$ cat src/rtl/sc_collision_scan_pkg.sv
`default_nettype none
// +----------------------------------------------------------------------+
// | sc_collision_scan_pkg                                                |
// | Shared defaults, row-address sizing and FSM encoding for the scanner.|
// | Revision: 1.0                                                        |
// +----------------------------------------------------------------------+
package sc_collision_scan_pkg;

  localparam int DEF_ROWS  = 8;
  localparam int DEF_WIDTH = 8;

  // A one-row field still needs a one-bit address bus.
  function automatic int addr_width(input int rows);
    return (rows > 1) ? $clog2(rows) : 1;
  endfunction

  localparam int ROW_AW = addr_width(DEF_ROWS);

  typedef logic [1:0] state_t;

  localparam state_t ST_IDLE = 2'd0;
  localparam state_t ST_SCAN = 2'd1;
  localparam state_t ST_DONE = 2'd2;

endpackage
`default_nettype wire

$ cat src/rtl/sc_collision_scan_if.sv
`default_nettype none
// +----------------------------------------------------------------------+
// | sc_collision_scan_if                                                 |
// | Row-read, merge-stream and frame-result signals of the scanner.      |
// | Revision: 1.0                                                        |
// +----------------------------------------------------------------------+
interface sc_collision_scan_if
#(
  parameter int ROWS  = sc_collision_scan_pkg::DEF_ROWS,
  parameter int WIDTH = sc_collision_scan_pkg::DEF_WIDTH
);

  localparam int AW = sc_collision_scan_pkg::addr_width(ROWS);

  logic             SC_COLLISION_SCAN_start_InHigh;
  logic [WIDTH-1:0] SC_COLLISION_SCAN_pointRow_In;
  logic [WIDTH-1:0] SC_COLLISION_SCAN_backRow_In;
  logic [AW-1:0]    SC_COLLISION_SCAN_rowAddr_Out;
  logic [WIDTH-1:0] SC_COLLISION_SCAN_mergeRow_Out;
  logic             SC_COLLISION_SCAN_mergeValid_Out;
  logic [AW-1:0]    SC_COLLISION_SCAN_mergeAddr_Out;
  logic             SC_COLLISION_SCAN_busy_Out;
  logic             SC_COLLISION_SCAN_done_Out;
  logic             SC_COLLISION_SCAN_collision_Out;
  logic [AW-1:0]    SC_COLLISION_SCAN_hitRow_Out;

  // Controller / register-file side.
  modport master (
    output SC_COLLISION_SCAN_start_InHigh,
    output SC_COLLISION_SCAN_pointRow_In,
    output SC_COLLISION_SCAN_backRow_In,
    input  SC_COLLISION_SCAN_rowAddr_Out,
    input  SC_COLLISION_SCAN_mergeRow_Out,
    input  SC_COLLISION_SCAN_mergeValid_Out,
    input  SC_COLLISION_SCAN_mergeAddr_Out,
    input  SC_COLLISION_SCAN_busy_Out,
    input  SC_COLLISION_SCAN_done_Out,
    input  SC_COLLISION_SCAN_collision_Out,
    input  SC_COLLISION_SCAN_hitRow_Out
  );

  // Scanner side.
  modport slave (
    input  SC_COLLISION_SCAN_start_InHigh,
    input  SC_COLLISION_SCAN_pointRow_In,
    input  SC_COLLISION_SCAN_backRow_In,
    output SC_COLLISION_SCAN_rowAddr_Out,
    output SC_COLLISION_SCAN_mergeRow_Out,
    output SC_COLLISION_SCAN_mergeValid_Out,
    output SC_COLLISION_SCAN_mergeAddr_Out,
    output SC_COLLISION_SCAN_busy_Out,
    output SC_COLLISION_SCAN_done_Out,
    output SC_COLLISION_SCAN_collision_Out,
    output SC_COLLISION_SCAN_hitRow_Out
  );

endinterface
`default_nettype wire

$ cat src/rtl/sc_collision_scan_row_merge.sv
`default_nettype none
// +----------------------------------------------------------------------+
// | cc_row_merge                                                         |
// | Per-row display merge (OR) and collision detect (AND, then reduce).  |
// | Revision: 1.0                                                        |
// +----------------------------------------------------------------------+
module cc_row_merge
  import sc_collision_scan_pkg::*;
#(
  parameter int WIDTH = DEF_WIDTH
)
(
  input  logic [WIDTH-1:0] point_row,
  input  logic [WIDTH-1:0] back_row,
  output logic [WIDTH-1:0] merge_row,
  output logic             hit
);

  logic [WIDTH-1:0] w_overlap;

  for (genvar i = 0; i < WIDTH; i++) begin : g_bit
    assign merge_row[i] = point_row[i] | back_row[i];
    assign w_overlap[i] = point_row[i] & back_row[i];
  end

  assign hit = |w_overlap;

endmodule
`default_nettype wire

$ cat src/rtl/sc_collision_scan.sv
`default_nettype none
// +----------------------------------------------------------------------+
// | sc_collision_scan                                                    |
// | Walks every playfield row once per start, streams merged rows and    |
// | reports whether, and at which lowest row, frog and background meet.  |
// | Revision: 1.0                                                        |
// +----------------------------------------------------------------------+
module sc_collision_scan
  import sc_collision_scan_pkg::*;
#(
  parameter int ROWS  = DEF_ROWS,
  parameter int WIDTH = DEF_WIDTH
)
(
  input  logic                SC_COLLISION_SCAN_CLOCK_50,
  input  logic                SC_COLLISION_SCAN_RESET_InLow,
  sc_collision_scan_if.slave  bus
);

  localparam int              c_AW       = addr_width(ROWS);
  localparam logic [c_AW-1:0] c_LAST_ROW = c_AW'(ROWS - 1);
  localparam logic [c_AW-1:0] c_ONE      = c_AW'(1);

  state_t           r_state;
  state_t           w_state_nxt;
  logic [c_AW-1:0]  r_row;
  logic             r_acc;
  logic             r_hit_seen;
  logic [c_AW-1:0]  r_hit_row;
  logic [WIDTH-1:0] r_merge_row;
  logic [c_AW-1:0]  r_merge_addr;
  logic             r_merge_valid;
  logic             r_collision;
  logic [c_AW-1:0]  r_hit_row_out;

  logic             w_busy;
  logic             w_done;
  logic [WIDTH-1:0] w_merge;
  logic             w_row_hit;
  logic             w_start_accept;
  logic             w_last_row;

  cc_row_merge #(.WIDTH(WIDTH)) u_row_merge (
    .point_row (bus.SC_COLLISION_SCAN_pointRow_In),
    .back_row  (bus.SC_COLLISION_SCAN_backRow_In),
    .merge_row (w_merge),
    .hit       (w_row_hit)
  );

  assign w_start_accept = (r_state == ST_IDLE) && bus.SC_COLLISION_SCAN_start_InHigh;
  assign w_last_row     = (r_state == ST_SCAN) && (r_row == c_LAST_ROW);

  always_ff @(posedge SC_COLLISION_SCAN_CLOCK_50 or negedge SC_COLLISION_SCAN_RESET_InLow) begin
    if (!SC_COLLISION_SCAN_RESET_InLow) begin
      r_state <= ST_IDLE;
    end else begin
      r_state <= w_state_nxt;
    end
  end

  // Start is only looked at in IDLE, so requests during SCAN/DONE drop on the floor.
  always_comb begin
    w_state_nxt = r_state;
    case (r_state)
      ST_IDLE: if (bus.SC_COLLISION_SCAN_start_InHigh) w_state_nxt = ST_SCAN;
      ST_SCAN: if (r_row == c_LAST_ROW)                w_state_nxt = ST_DONE;
      ST_DONE:                                         w_state_nxt = ST_IDLE;
      default:                                         w_state_nxt = ST_IDLE;
    endcase
  end

  always_comb begin
    w_busy = 1'b0;
    w_done = 1'b0;
    case (r_state)
      ST_SCAN: w_busy = 1'b1;
      ST_DONE: begin
        w_busy = 1'b1;
        w_done = 1'b1;
      end
      default: begin
        w_busy = 1'b0;
        w_done = 1'b0;
      end
    endcase
  end

  always_ff @(posedge SC_COLLISION_SCAN_CLOCK_50 or negedge SC_COLLISION_SCAN_RESET_InLow) begin
    if (!SC_COLLISION_SCAN_RESET_InLow) begin
      r_row <= '0;
    end else if (w_start_accept) begin
      r_row <= '0;
    end else if (r_state == ST_SCAN) begin
      r_row <= (r_row == c_LAST_ROW) ? '0 : r_row + c_ONE;
    end
  end

  always_ff @(posedge SC_COLLISION_SCAN_CLOCK_50 or negedge SC_COLLISION_SCAN_RESET_InLow) begin
    if (!SC_COLLISION_SCAN_RESET_InLow) begin
      r_acc      <= 1'b0;
      r_hit_seen <= 1'b0;
      r_hit_row  <= '0;
    end else if (w_start_accept) begin
      r_acc      <= 1'b0;
      r_hit_seen <= 1'b0;
      r_hit_row  <= '0;
    end else if (r_state == ST_SCAN) begin
      r_acc <= r_acc | w_row_hit;
      if (w_row_hit && !r_hit_seen) begin
        r_hit_row  <= r_row;
        r_hit_seen <= 1'b1;
      end
    end
  end

  always_ff @(posedge SC_COLLISION_SCAN_CLOCK_50 or negedge SC_COLLISION_SCAN_RESET_InLow) begin
    if (!SC_COLLISION_SCAN_RESET_InLow) begin
      r_merge_row   <= '0;
      r_merge_addr  <= '0;
      r_merge_valid <= 1'b0;
    end else if (r_state == ST_SCAN) begin
      r_merge_row   <= w_merge;
      r_merge_addr  <= r_row;
      r_merge_valid <= 1'b1;
    end else begin
      r_merge_valid <= 1'b0;
    end
  end

  // Results commit on the edge that enters DONE, folding in the last row so they
  // line up with the done pulse; they then hold until the next frame completes.
  always_ff @(posedge SC_COLLISION_SCAN_CLOCK_50 or negedge SC_COLLISION_SCAN_RESET_InLow) begin
    if (!SC_COLLISION_SCAN_RESET_InLow) begin
      r_collision   <= 1'b0;
      r_hit_row_out <= '0;
    end else if (w_last_row) begin
      r_collision   <= r_acc | w_row_hit;
      r_hit_row_out <= r_hit_seen ? r_hit_row : (w_row_hit ? r_row : '0);
    end
  end

  assign bus.SC_COLLISION_SCAN_rowAddr_Out    = r_row;
  assign bus.SC_COLLISION_SCAN_mergeRow_Out   = r_merge_row;
  assign bus.SC_COLLISION_SCAN_mergeValid_Out = r_merge_valid;
  assign bus.SC_COLLISION_SCAN_mergeAddr_Out  = r_merge_addr;
  assign bus.SC_COLLISION_SCAN_busy_Out       = w_busy;
  assign bus.SC_COLLISION_SCAN_done_Out       = w_done;
  assign bus.SC_COLLISION_SCAN_collision_Out  = r_collision;
  assign bus.SC_COLLISION_SCAN_hitRow_Out     = r_hit_row_out;

endmodule
`default_nettype wire

$ cat src/flat_wrapper.sv
// flat-port wrapper written by rule: the top's interface ports become plain ports
module sc_collision_scan_flat import sc_collision_scan_pkg::*;
#(
  parameter int ROWS  = DEF_ROWS,
  parameter int WIDTH = DEF_WIDTH
)
  (SC_COLLISION_SCAN_CLOCK_50, SC_COLLISION_SCAN_RESET_InLow, bus_SC_COLLISION_SCAN_start_InHigh, bus_SC_COLLISION_SCAN_pointRow_In, bus_SC_COLLISION_SCAN_backRow_In, bus_SC_COLLISION_SCAN_rowAddr_Out, bus_SC_COLLISION_SCAN_mergeRow_Out, bus_SC_COLLISION_SCAN_mergeValid_Out, bus_SC_COLLISION_SCAN_mergeAddr_Out, bus_SC_COLLISION_SCAN_busy_Out, bus_SC_COLLISION_SCAN_done_Out, bus_SC_COLLISION_SCAN_collision_Out, bus_SC_COLLISION_SCAN_hitRow_Out);
  sc_collision_scan_if #(.ROWS(ROWS), .WIDTH(WIDTH)) bus_i ();
  input  logic SC_COLLISION_SCAN_CLOCK_50;
  input  logic SC_COLLISION_SCAN_RESET_InLow;
  input wire logic [$bits(bus_i.SC_COLLISION_SCAN_start_InHigh)-1:0] bus_SC_COLLISION_SCAN_start_InHigh;
  input wire logic [$bits(bus_i.SC_COLLISION_SCAN_pointRow_In)-1:0] bus_SC_COLLISION_SCAN_pointRow_In;
  input wire logic [$bits(bus_i.SC_COLLISION_SCAN_backRow_In)-1:0] bus_SC_COLLISION_SCAN_backRow_In;
  output wire logic [$bits(bus_i.SC_COLLISION_SCAN_rowAddr_Out)-1:0] bus_SC_COLLISION_SCAN_rowAddr_Out;
  output wire logic [$bits(bus_i.SC_COLLISION_SCAN_mergeRow_Out)-1:0] bus_SC_COLLISION_SCAN_mergeRow_Out;
  output wire logic [$bits(bus_i.SC_COLLISION_SCAN_mergeValid_Out)-1:0] bus_SC_COLLISION_SCAN_mergeValid_Out;
  output wire logic [$bits(bus_i.SC_COLLISION_SCAN_mergeAddr_Out)-1:0] bus_SC_COLLISION_SCAN_mergeAddr_Out;
  output wire logic [$bits(bus_i.SC_COLLISION_SCAN_busy_Out)-1:0] bus_SC_COLLISION_SCAN_busy_Out;
  output wire logic [$bits(bus_i.SC_COLLISION_SCAN_done_Out)-1:0] bus_SC_COLLISION_SCAN_done_Out;
  output wire logic [$bits(bus_i.SC_COLLISION_SCAN_collision_Out)-1:0] bus_SC_COLLISION_SCAN_collision_Out;
  output wire logic [$bits(bus_i.SC_COLLISION_SCAN_hitRow_Out)-1:0] bus_SC_COLLISION_SCAN_hitRow_Out;
  assign bus_i.SC_COLLISION_SCAN_start_InHigh = bus_SC_COLLISION_SCAN_start_InHigh;
  assign bus_i.SC_COLLISION_SCAN_pointRow_In = bus_SC_COLLISION_SCAN_pointRow_In;
  assign bus_i.SC_COLLISION_SCAN_backRow_In = bus_SC_COLLISION_SCAN_backRow_In;
  assign bus_SC_COLLISION_SCAN_rowAddr_Out = bus_i.SC_COLLISION_SCAN_rowAddr_Out;
  assign bus_SC_COLLISION_SCAN_mergeRow_Out = bus_i.SC_COLLISION_SCAN_mergeRow_Out;
  assign bus_SC_COLLISION_SCAN_mergeValid_Out = bus_i.SC_COLLISION_SCAN_mergeValid_Out;
  assign bus_SC_COLLISION_SCAN_mergeAddr_Out = bus_i.SC_COLLISION_SCAN_mergeAddr_Out;
  assign bus_SC_COLLISION_SCAN_busy_Out = bus_i.SC_COLLISION_SCAN_busy_Out;
  assign bus_SC_COLLISION_SCAN_done_Out = bus_i.SC_COLLISION_SCAN_done_Out;
  assign bus_SC_COLLISION_SCAN_collision_Out = bus_i.SC_COLLISION_SCAN_collision_Out;
  assign bus_SC_COLLISION_SCAN_hitRow_Out = bus_i.SC_COLLISION_SCAN_hitRow_Out;
  sc_collision_scan #(.ROWS(ROWS), .WIDTH(WIDTH)) u_core (.SC_COLLISION_SCAN_CLOCK_50(SC_COLLISION_SCAN_CLOCK_50), .SC_COLLISION_SCAN_RESET_InLow(SC_COLLISION_SCAN_RESET_InLow), .bus(bus_i));
endmodule
$ cat config.mk
export PLATFORM = sky130hd
export DESIGN_NAME = sc_collision_scan_flat
export DESIGN_NICKNAME = d
export VERILOG_FILES = /design/src/rtl/sc_collision_scan_pkg.sv /design/src/rtl/sc_collision_scan_if.sv /design/src/rtl/sc_collision_scan_row_merge.sv /design/src/rtl/sc_collision_scan.sv /design/src/flat_wrapper.sv
export SDC_FILE = /design/constraint.sdc
export NUM_CORES = 1
export LEC_CHECK = 0
export ABC_AREA = 1
export BUFFER_PORTS_ARGS = -buffer_cell sky130_fd_sc_hd__buf_2
export CORE_MARGIN = 2
export CORE_UTILIZATION = 44
export DETAILED_ROUTE_END_ITERATION = 7
export PLACE_DENSITY_LB_ADDON = 0.12
export SETUP_SLACK_MARGIN = 0.1
export SYNTH_ARGS = -nofsm -noshare
export SYNTH_HDL_FRONTEND = slang
export SYNTH_SLANG_ARGS = --single-unit
$ cat constraint.sdc
create_clock -name SC_COLLISION_SCAN_CLOCK_50 -period 1.4 [get_ports SC_COLLISION_SCAN_CLOCK_50]
set_clock_uncertainty 0.1 [all_clocks]
set_input_delay 0.28 -clock SC_COLLISION_SCAN_CLOCK_50 [delete_from_list [all_inputs] [get_ports SC_COLLISION_SCAN_CLOCK_50]]
set_output_delay 0.28 -clock SC_COLLISION_SCAN_CLOCK_50 [all_outputs]
set_load 0.01 [all_outputs]
==> flow_summary.yaml, run 1 <==
logic_synthesis:
  yosysSeqAreaShare: 0.527
  ys_seq_elements: 26
  synth_cells: 138
  synth_top_area_cell: "dfrtp_1"
  syn_nets: 163
  synth.distinct_cells: 19
  yosysTopAreaCellShare: 0.527
  synth_top_cells_by_area: "dfrtp_1, nand2_1, ha_1"
  syn_area_um2: 1230
  yosys_warnings: 0
  syn-mean-instance-area_um2: 8.95
hold_path:
  hp-start: "bus_SC_COLLISION_SCAN_pointRow_In[5]"
  min_path_type: "primary input to flip-flop"
  min_to: "u_core.bus.SC_COLLISION_SCAN_mergeRow_Out[5]$_DFFE_PN0P_"
  hold_depth: 3
placement:
  dp_hpwl_um: 2010
  place_area_um2: 1510
  dp_cells: 210
  place.port_buffers: 39
  gp_congestion: 0.841
final_layout:
  syn_to_final_growth_pct: 67.7
  num_antenna_cells: 0
  design_area_um2: 2070
  mostFrequentLayoutCells: "buf_2, nand2_1, dfrtp_1, nand2_2, buf_4"
  drive_gt1_frac: 0.640
  final_cells: 234
  layout_commonest_cell: "buf_2"
  fin_nets: 229
  fillerInstances: 198
timing:
  worst_slew_pin_slew_ps: 595
  max_freq_mhz: 641
  maxSlewViolCount: 0
  setup_viol: 20
  rsz0062_at_grt: "true"
  min_period_ps: 1560
  max-slew-margin-rel: 0.603
  tns_ps: -1070
  post-route-period-util: 1.11
  finalHoldViolCount: 0
  postLayoutSetupSlackWorst_ps: -160
  timing.hold.ws_ps: 55.0
global_routing:
  grt_pass1_vias: 1209
  antenna_found_initial: 0
  grt_max_degree: 27
  grt_pass1_wl_um: 5350
  grt.total_usage: 0.213
  grt_overflow: 0
die:
  core_area_um2: 2710
  die_x_um: 57.0
  start_util: 0.456
  die_h_um: 57.0
  row_count: 19
  dieArea_um2: 3250
  boundaryPins: 40
drt:
  wl_per_cell_um: 14.9
  vias_per_cell: 5.23
  detail-route-antenna-nets: 0
  drc: 0
  finalWirelength_um: 3490
  drt_iter0_drc: 22
  vias: 1224
  dr.pass1.iters: 4
pwr:
  leakage_nw: 1.02
  p_per_area_nw_per_um2: 2530
  p_total_w: 0.00523
  irDropWorstVdd_mv: 2.10
clock_tree:
  path_clk_slew_ps: 150
  clockBufferDepth: 2
  cts_root_buffer: "clkbuf_4"
  cts.sink_count: 26
  numCtsBuffers: 3
  clk_latency_ps: 340
  htree_levels: 1
  cts_tree: "built"
setup_path:
  crit_path_start: "u_core.r_state[1]$_DFFE_PN0P_"
  reg2regPathDepth: 9
  ff2ff_setup_slack_ps: -100
  cp_data_required_time_ps: 1020
  r2r-start: "u_core.r_state[1]$_DFFE_PN0P_"
  worstPathArrival_ps: 1180
  path_class: "flip-flop to primary output"
  worstPathMaxFanout: 2
  r2r-end: "u_core.bus.SC_COLLISION_SCAN_collision_Out$_DFFE_PN0P_"
  worst_setup_path_end_kind: "primary output"
  critPathLaunchType: "flip-flop"
run_status:
  violations: "setup timing"
  status: "finished, violations left"
job:
  cap_violations: 0
where the power goes:
part	switching, W	leakage [nW]	internal [W]
registers	0.000297	0.310	0.00112
logic	0.00169	0.686	0.00172
clock network	0.000245	0.0210	0.000160
total	0.00223	1.02	0.00300
sequential cells by signal (all words and copies together) (netlist names):
| register | count |
|---|---|
| u_core.bus.SC_COLLISION_SCAN_collision_Out | 1 |
| u_core.r_acc | 1 |
| u_core.r_state | 2 |
| u_core.r_hit_row | 3 |
| u_core.bus.SC_COLLISION_SCAN_mergeRow_Out | 8 |
| u_core.bus.SC_COLLISION_SCAN_mergeValid_Out | 1 |
| u_core.bus.SC_COLLISION_SCAN_rowAddr_Out | 3 |
| u_core.bus.SC_COLLISION_SCAN_mergeAddr_Out | 3 |
| u_core.r_hit_seen | 1 |
| u_core.bus.SC_COLLISION_SCAN_hitRow_Out | 3 |
timing repair:
| item | in CTS | in global routing |
|---|---|---|
| setup endpoints to repair | 22 | 32 |
| hold endpoints to repair | 26 | 0 |
| pin swaps | 11 | 16 |
| resized for setup | 65 | 42 |
| hold buffers | 1 | 0 |
| setup buffers | 15 | 3 |
| cloned | 3 | 0 |
cell families after synthesis:
logic type | synth area share
fa+ha+maj | 0.0608
flops | 0.527
compound gates | 0.106
buf+inv | 0.0537
simple gates | 0.252
worst max-delay path by stage:
stage / endpoint / slack [ps] / depth (start not counted)
floorplan: u_core.bus.SC_COLLISION_SCAN_collision_Out$_DFFE_PN0P_ / 80 / 7
global placement: u_core.bus.SC_COLLISION_SCAN_collision_Out$_DFFE_PN0P_ / 40 / 8
detailed placement: u_core.bus.SC_COLLISION_SCAN_collision_Out$_DFFE_PN0P_ / -10 / 8
CTS: bus_SC_COLLISION_SCAN_done_Out / -140 / 3
global route: bus_SC_COLLISION_SCAN_busy_Out / -190 / 3
finish: bus_SC_COLLISION_SCAN_busy_Out / -160 / 3
layer usage:
metal,vias to the layer above,wire length [um],global-route usage
met1,595,1380,0.264
li1,577,-,-
met2,45,1910,0.389
met5,-,0,0
met4,0,42,0.0598
met3,7,154,0.0295
per-stage QoR:
step / utilization / setup WS (ps)
after global routing: 0.764 / -192
after detailed placement: 0.557 / -9.80
after floorplan: - / 78.4
after global placement: 0.557 / 38.9
final: 0.764 / -160
after CTS: 0.715 / -139
synth_stat cells (all sizes together):
| master | n |
|---|---|
| a21oi | 9 |
| buf | 3 |
| dfrtp | 26 |
| ha | 6 |
| inv | 10 |
| nand2 | 46 |
| nand3 | 9 |
| nand4 | 1 |
| nor2 | 14 |
| o21ai | 12 |
| o22ai | 2 |
layout make-up:
| cell class | count | area (um^2) | share of cell area |
|---|---|---|---|
| timing repair buffer | 63 | 490 | 0.237 |
| clock buffer | 4 | 36.3 | 0.0175 |
| multi-input combinational | 99 | 779 | 0.376 |
| inverter | 10 | 62.6 | 0.0302 |
| timing repair inverter | 1 | 11.3 | 0.00544 |
| sequential | 26 | 652 | 0.315 |
| tap | 31 | 38.8 | 0.0187 |
critical path: stages (launching register included):
cell     delay, ps
dfrtp_1        430
inv_2          100
ha_4           200
buf_6          110
No activity file was read; power rests on OpenSTA's default activity.
==> run 2, diff against run 1 <==
- CELL_PAD_IN_SITES_DETAIL_PLACEMENT: not set -> 1
- CELL_PAD_IN_SITES_GLOBAL_PLACEMENT: not set -> 1
- CORE_UTILIZATION: 44 -> 32
==> run 2 against run 1 <==
  * The flow still finishes with violations (setup timing)
  * Core utilization down 23 points
  * Sequential share of layout area up 1.7 points
  * Flip-flop and latch count unchanged
  * Die area up 35%
  * Sequential power about the same
==> flow_summary.yaml, run 2 (synthesis results as in run 1) <==
drt:
  detail-route-antenna-nets: 0
  wl_met2_um: 2050
  dr.pass1.iters: 4
  wl_met1_um: 1460
  finalWirelength_um: 3700
  drc: 0
  wl_per_cell_um: 15.0
  drt_iter0_drc: 31
  vias_per_cell: 4.87
  vias: 1199
  wl_met3_um: 130
  top_layer_used: "met4"
timing:
  max_freq_mhz: 656
  setup_viol: 9
  post-route-period-util: 1.09
  max-slew-margin-rel: 0.596
  finalHoldViolCount: 0
  postLayoutSetupSlackWorst_ps: -124
  rsz0062_at_grt: "true"
  min_period_ps: 1520
  maxSlewViolCount: 0
  worst_slew_pin_slew_ps: 606
  timing.hold.ws_ps: 124
die:
  core_area_um2: 3690
  die_x_um: 66.1
  row_count: 22
  dieArea_um2: 4370
  die_h_um: 66.1
  boundaryPins: 40
  start_util: 0.335
pwr:
  leakage_nw: 0.990
  irDropWorstVdd_mv: 1.09
  p_per_area_nw_per_um2: 2480
clock_tree:
  path_clk_slew_ps: 90
  clk_latency_ps: 280
  cts_root_buffer: "clkbuf_8"
  cts.sink_count: 26
  htree_levels: 1
  cts_tree: "built"
  numCtsBuffers: 3
  clockBufferDepth: 2
final_layout:
  final_cells: 246
  num_antenna_cells: 0
  final_util: 0.532
  layout_commonest_cell: "nand2_1"
  design_area_um2: 1960
  largest_reg_flops: 8
  drive_gt1_frac: 0.545
  mostFrequentLayoutCells: "nand2_1, buf_2, dfrtp_1, buf_4"
  fin_nets: 225
  syn_to_final_growth_pct: 59.0
global_routing:
  grt.total_usage: 0.154
  grt_max_degree: 27
  antenna_found_initial: 0
  grt_overflow: 0
  grt_pass1_wl_um: 5240
  grt_pass1_vias: 1191
placement:
  gp_congestion: 0.790
  dp_cells: 229
  dp_hpwl_um: 2380
  place_area_um2: 1560
  place.port_buffers: 39
setup_path:
  critPathLaunchType: "flip-flop"
  worstPathMaxFanout: 2
  cp_data_required_time_ps: 1020
  worstPathArrival_ps: 1140
  worst_setup_path_end_kind: "primary output"
  path_class: "flip-flop to primary output"
job:
  cap_violations: 0
run_status:
  violations: "setup timing"
  status: "finished, violations left"
hold_path:
  min_path_type: "primary input to flip-flop"
## run 2: cell count changes in the layout (fill, tap and decap cells not counted), sizes merged
cell and change:
buf -5, clkbuf +1, inv -1
## run 2: cell type report
type                       count  area [um^2]
clock buffer                   3         41.3
sequential                    26          652
inverter                      10         57.6
timing repair buffer          60          459
multi-input combinational     99          693
tap                           48         60.1
fill                         434         1730
## run 2: power by group
group	leakage [nW]	internal [W]	switching (W)	total [W]
combinational	0.659	0.00152	0.00152	0.00304
clock	0.0216	0.000194	0.000243	0.000437
sequential	0.310	0.00113	0.000267	0.00139
total	0.990	0.00283	0.00203	0.00487
## run 2: metal layers
metal | GRT usage | up-vias
met5 | 0 | -
met4 | 0.0383 | 0
met3 | 0.0204 | 7
met2 | 0.284 | 29
met1 | 0.188 | 593
li1 | - | 570
## run 2: what timing repair did
| action | in CTS | in global routing |
|---|---|---|
| hold buffers | 1 | 0 |
| endpoints found under the setup margin | 26 | 30 |
| cloned | 0 | 2 |
| gates resized for setup | 14 | 54 |
| pin swaps | 1 | 16 |
| setup buffers | 4 | 7 |
| endpoints found under the hold margin | 26 | 0 |
## run 2: per-stage QoR
stage	total power [W]	worst slack [ps]	TNS [ps]
global route	0.00523	-171	-1880
finish	0.00487	-124	-411
floorplan	0.00251	78.4	0
global placement	0.00326	33.6	0
CTS	0.00404	-123	-435
detailed placement	0.00333	16.9	0
## run 2: worst paths after layout
| kind | from | endpoint | slack (ps) | cells past startpoint |
|---|---|---|---|---|
| worst min-delay path | bus_SC_COLLISION_SCAN_pointRow_In[0] | u_core.bus.SC_COLLISION_SCAN_mergeRow_Out[0]$_DFFE_PN0P_ | 120 | 3 |
| worst max-delay path | u_core.r_state[1]$_DFFE_PN0P_ | bus_SC_COLLISION_SCAN_busy_Out | -120 | 4 |
| worst max register to register | u_core.r_state[0]$_DFFE_PN0P_ | u_core.r_hit_row[1]$_DFFE_PN0P_ | -80 | 8 |
| worst min register to register | u_core.bus.SC_COLLISION_SCAN_mergeRow_Out[6]$_DFFE_PN0P_ | u_core.bus.SC_COLLISION_SCAN_mergeRow_Out[6]$_DFFE_PN0P_ | 370 | 2 |
| max in group asynchronous | SC_COLLISION_SCAN_RESET_InLow | u_core.bus.SC_COLLISION_SCAN_rowAddr_Out[2]$_DFFE_PN0P_ | 330 | 2 |
| min in group asynchronous | SC_COLLISION_SCAN_RESET_InLow | u_core.r_acc$_DFFE_PN0P_ | 440 | 2 |
## run 2: worst max-delay path, stage by stage, from the launching register on
cell	delay, ps
dfrtp_1	400
inv_2	70
buf_6	100
ha_4	190
buf_6	110
